**src/rtl/result_bcd_display.sv**
```systemverilog
// Binary (0..63) to two-digit BCD converter using serial double-dabble,
// driving a multiplexed two-digit active-low seven-segment display.
module result_bcd_display #(
    parameter int REFRESH_CYCLES = 1000,
    parameter bit BLANK_LEADING  = 1'b1
) (
    input  logic       clk,
    input  logic       reset,
    input  logic       in_valid,
    output logic       in_ready,
    input  logic [5:0] result,
    output logic [3:0] tens,
    output logic [3:0] ones,
    output logic       done,
    output logic [6:0] seg,
    output logic [1:0] an
);

    localparam int CW = (REFRESH_CYCLES > 2) ? $clog2(REFRESH_CYCLES) : 1;
    localparam logic [CW-1:0] REF_LAST = CW'(REFRESH_CYCLES - 1);

    typedef enum logic {
        IDLE    = 1'b0,
        CONVERT = 1'b1
    } state_t;

    state_t        state_q;
    logic [5:0]    shift_q;
    logic [11:0]   bcd_q;
    logic [2:0]    iter_q;
    logic [3:0]    tens_q;
    logic [3:0]    ones_q;
    logic          done_q;
    logic [CW-1:0] ref_q;
    logic          sel_q;
    logic [6:0]    seg_q;
    logic [1:0]    an_q;

    logic [11:0]   bcd_adj;
    logic [17:0]   dd_d;

    function automatic logic [3:0] add3(input logic [3:0] n);
        return (n >= 4'd5) ? n + 4'd3 : n;
    endfunction

    function automatic logic [6:0] enc(input logic [3:0] d);
        logic [6:0] s;
        case (d)
            4'd0:    s = 7'b1000000;
            4'd1:    s = 7'b1111001;
            4'd2:    s = 7'b0100100;
            4'd3:    s = 7'b0110000;
            4'd4:    s = 7'b0011001;
            4'd5:    s = 7'b0010010;
            4'd6:    s = 7'b0000010;
            4'd7:    s = 7'b1111000;
            4'd8:    s = 7'b0000000;
            4'd9:    s = 7'b0010000;
            default: s = 7'b1111111;
        endcase
        return s;
    endfunction

    // One double-dabble step: correct each nibble, then shift {bcd,shift} left.
    always_comb begin
        bcd_adj = {add3(bcd_q[11:8]), add3(bcd_q[7:4]), add3(bcd_q[3:0])};
        dd_d    = {bcd_adj, shift_q} << 1;
    end

    always_ff @(posedge clk or posedge reset) begin
        if (reset) begin
            state_q <= IDLE;
            shift_q <= '0;
            bcd_q   <= '0;
            iter_q  <= '0;
            tens_q  <= '0;
            ones_q  <= '0;
            done_q  <= 1'b0;
        end else begin
            done_q <= 1'b0;
            case (state_q)
                IDLE: begin
                    if (in_valid) begin
                        shift_q <= result;
                        bcd_q   <= '0;
                        iter_q  <= '0;
                        state_q <= CONVERT;
                    end
                end
                CONVERT: begin
                    shift_q <= dd_d[5:0];
                    bcd_q   <= dd_d[17:6];
                    iter_q  <= iter_q + 3'd1;
                    if (iter_q == 3'd5) begin
                        tens_q  <= dd_d[13:10];
                        ones_q  <= dd_d[9:6];
                        done_q  <= 1'b1;
                        state_q <= IDLE;
                    end
                end
                default: state_q <= IDLE;
            endcase
        end
    end

    // Display multiplexer runs freely; conversions never touch it.
    always_ff @(posedge clk or posedge reset) begin
        if (reset) begin
            ref_q <= '0;
            sel_q <= 1'b0;
            seg_q <= 7'b1000000;
            an_q  <= 2'b10;
        end else begin
            if (ref_q == REF_LAST) begin
                ref_q <= '0;
                sel_q <= ~sel_q;
            end else begin
                ref_q <= ref_q + 1'b1;
            end
            if (sel_q) begin
                seg_q <= enc(tens_q);
                an_q  <= (BLANK_LEADING && tens_q == 4'd0) ? 2'b11 : 2'b01;
            end else begin
                seg_q <= enc(ones_q);
                an_q  <= 2'b10;
            end
        end
    end

    assign in_ready = (state_q == IDLE);
    assign tens     = tens_q;
    assign ones     = ones_q;
    assign done     = done_q;
    assign seg      = seg_q;
    assign an       = an_q;

endmodule

```
**config.mk**
```make
export PLATFORM = sky130hd
export DESIGN_NAME = result_bcd_display
export DESIGN_NICKNAME = d
export VERILOG_FILES = /design/src/rtl/result_bcd_display.sv
export SDC_FILE = /design/constraint.sdc
export NUM_CORES = 1
export LEC_CHECK = 0
export BUFFER_PORTS_ARGS = -buffer_cell sky130_fd_sc_hd__buf_4
export CAP_MARGIN = 10
export CORE_MARGIN = 4
export CORE_UTILIZATION = 58
export CTS_CLUSTER_DIAMETER = 30
export CTS_CLUSTER_SIZE = 16
export DETAILED_ROUTE_END_ITERATION = 10
export GPL_TIMING_DRIVEN = 0
export PLACE_DENSITY = 0.79
export SLEW_MARGIN = 0
export SYNTH_ARGS = -nofsm -noshare
export SYNTH_HDL_FRONTEND = slang
export SYNTH_SLANG_ARGS = --single-unit
```
**constraint.sdc**
```tcl
create_clock -name clk -period 1.9 [get_ports clk]
set_input_delay 0 -clock clk [delete_from_list [all_inputs] [get_ports clk]]
set_output_delay 0 -clock clk [all_outputs]
set_load 0.01 [all_outputs]
```
==> results.md <==
* Synthesis-stage register bit count at 47
* Cts bufs inserted at 5
* N_diodes at 0
* Final setup fails at 0
* Power, Total at 4030 uW
* CP cell instances: inv_1, ha_1, nand2b_1, a21oi_1, mux2_2, o22ai_1
* GPL Wtd Cong at 0.838
* Final Max Tran Viols at 0
* Max-slew headroom at 67.0%
* Pin count of the biggest net entering global routing at 42
* Switching Fraction at 39.2%
* Vias at 1851
* EDFF count, synth at 0
* Minimum clock period at 1.66 ns
* Fin. Hold Viols at 0
* Setup TNS at 0 ns
* Cell at the slowest stage of the critical path: dfrtp_1
* Worst-path maximum fanout at 3
* Tcrit/Tclk final at 87.2%
* Most frequent cells in the layout: 45 x dfrtp_1, 36 x nand2_1, 29 x o21ai_0
* Clk_lat worst skew at 0.30 ns
* Fmax at 603 MHz
* Mapped Area at 0.00241 mm^2
* Nets at 318
* Die area at 0.00525 mm^2
* Fillers at 321
* PortBufs at 26
* Placed wire-length estimate at 3190 um
* Worst setup SP type: register
* First-pass GRT wire length at 7820 um
* TritonCTS clock tree: yes
* Total congestion overflow at 0
* Vias per cell at 5.40
* Core area at 0.00400 mm^2
* WL final at 4400 um
* Setup Skew at 0.00853 ns
* Most common cell after layout, fill and taps aside: dfrtp_1
* Top FF cell, synth: dfrtp_1
* Final Non-Filler Cells at 343
* Clock-pin slew on the worst setup and hold paths at 0.09 ns
* Post-synthesis sequential area ratio at 48.9%
* Row cnt at 23
* Worst EP required at 2.11 ns
* Gate Count Post-Synth at 253
* Distinct cells, synth at 35
* Area post-placement at 0.00269 mm^2
* Clock root cell: clkbuf_8
* Critical path type: reg -> reg
* Internal cell power at 2450 uW
* Sequential power share at 38.8%
* Leak pwr at 0.00133 uW
* Post-DRT Antenna Nets at 0
* Placed cells at 330
* GRT Total Usage at 18.9%
* Cell type with the largest total area after synthesis: dfrtp_1
* Average size of a mapped cell at 9.52 um^2
* Synth area leaders: dfrtp_1 47%, ha_1 8.8%, o21ai_0 6.0%
* I/O pin count at 28
* Max Cap Viol at 0
* Final Util at 70.6%
* RSZ-0062 raised after global routing: false
* Area Growth Syn to Fin at 17.1%
* CTS HTree Levels at 2
* DRC viols at 0
* Iter 0 DRT Violations at 84
* Syn_nets at 279
* Wirelength per Cell at 12.8 um
* CTS sink cnt at 47
* Max clock buf depth at 2
* Vias in the first global route at 1744
* CP bufs+invs at 1
* Slew @ Worst Pin at 0.495 ns
* Peak VDD IR at 0.000884 V
* Initial antenna violation count at 0
* Drt first pass iters at 4
* Post-CTS Resized at 0
* Final instance area at 0.00282 mm^2
* Layout cells sized above 1 at 15.4%
* Crit path DAT at 1.87 ns
* Sw Pwr at 1580 uW
* Synth top area share at 46.7%
* CP endpoint kind: register
* CP peak stage delay at 0.41 ns
* Clock power frac at 14.7%
* Pwr Density at 1430 mW/mm^2
* Yosys warns at 0
* Die H at 72.5 um
* Ys async rst share at 100%
* Chip Width at 72.5 um
* Status: finished, final reports clean
* Hold Path Class: in -> reg
* Combinational share of power at 46.5%
* Crit-path leading delay family: flip-flops
* Initial core utilization at 60.2%
routing by layer:
| layer | global-route usage (%) | up-vias | wire [um] |
|---|---|---|---|
| met5 | 0 | - | 0 |
| met4 | 5.94 | 0 | 53 |
| met3 | 5.40 | 7 | 201 |
| met2 | 31.2 | 33 | 2160 |
| met1 | 24.2 | 876 | 1980 |
| li1 | - | 935 | - |
timing repair:
action | 4_1_cts | 5_1_grt
buffers inserted | 0 | 0
hold buffers | 5 | 0
endpoints found under the hold margin | 49 | 0
area by class of cell:
cell class	instances	area [um^2]	area share, %
multi-input combinational	179	1130	39.9
buffer	11	43.8	1.55
timing repair buffer	32	265	9.40
inverter	16	60.1	2.13
tap	50	62.6	2.22
sequential	47	1180	41.8
clock buffer	6	72.6	2.57
clock inverter	2	12.5	0.443
stage by stage:
step | setup slack [ns] | hold slack (ns)
after global placement | 0.198 | 0.246
final | 0.243 | 0.0190
after CTS | 0.237 | 0.000523
after floorplan | 0.415 | 0.156
after detailed placement | 0.265 | -0.0810
after global routing | 0.104 | 0.0173
cells by family after synthesis:
kind of cell | Yosys count | synth area share (%)
simple gates | 78 | 14.5
compound gates | 65 | 15.7
flops | 47 | 48.9
buf+inv | 27 | 4.31
fa+ha+maj | 17 | 8.83
mux | 11 | 4.78
xor+xnor | 8 | 2.91
power groups by stage:
stage | Combinational (uW) | Sequential, uW | Clock, uW
final | 1870 | 1560 | 591
after global placement | 1800 | 1580 | 0
after detailed placement | 1870 | 1580 | 0
after floorplan | 1260 | 1610 | 0
after global routing | 2150 | 1610 | 655
after CTS | 1880 | 1570 | 611
cell usage after synthesis (2+ instances only):
cell	n
and2_1	2
o22a_1	3
o22ai_1	6
ha_1	17
dfrtp_1	45
o31ai_1	2
nand2_1	36
nor3b_1	2
a21oi_1	15
mux2_2	4
nand2b_1	4
o21ai_0	29
a21o_1	2
nor2b_1	3
nand3_1	8
buf_1	3
a22o_1	2
clkbuf_1	6
xor2_1	4
nor2_1	19
xnor2_1	4
inv_1	16
mux2i_1	7
dfstp_2	2
buf_2	2
path summary, 6_finish.rpt:
path	cells past startpoint	end	slack, ns	start
min reg2reg	1	ref_q[0]$_DFF_PP0_	0.48	ref_q[0]$_DFF_PP0_
min	3	shift_q[2]$_DFFE_PP0P_	0.02	result[2]
min in group asynchronous	3	ref_q[6]$_DFF_PP0_	0.16	reset
max reg2reg	6	bcd_q[2]$_DFFE_PP0P_	0.24	bcd_q[0]$_DFFE_PP0P_
max	6	bcd_q[2]$_DFFE_PP0P_	0.24	bcd_q[0]$_DFFE_PP0P_
max in group asynchronous	4	seg[6]$_DFF_PP1_	1.23	reset
worst register-to-register path: cells and delay by family (launching register included):
family                     cells  cell delay (ns)
and+or+nand+nor                1             0.07
muxes                          1             0.39
DFF                            1             0.41
adders and majority gates      1             0.19
buffers and inverters          1             0.12
AOI/OAI and AO/OA              2             0.39
flip-flops by register name, indices dropped and copies added (netlist names), 2 cells and up:
name,count
ref_q,10
bcd_q,8
seg,7
shift_q,6
ones,4
tens,4
iter_q,3
an,2
Note: power is estimated with default switching activity, not from simulation.
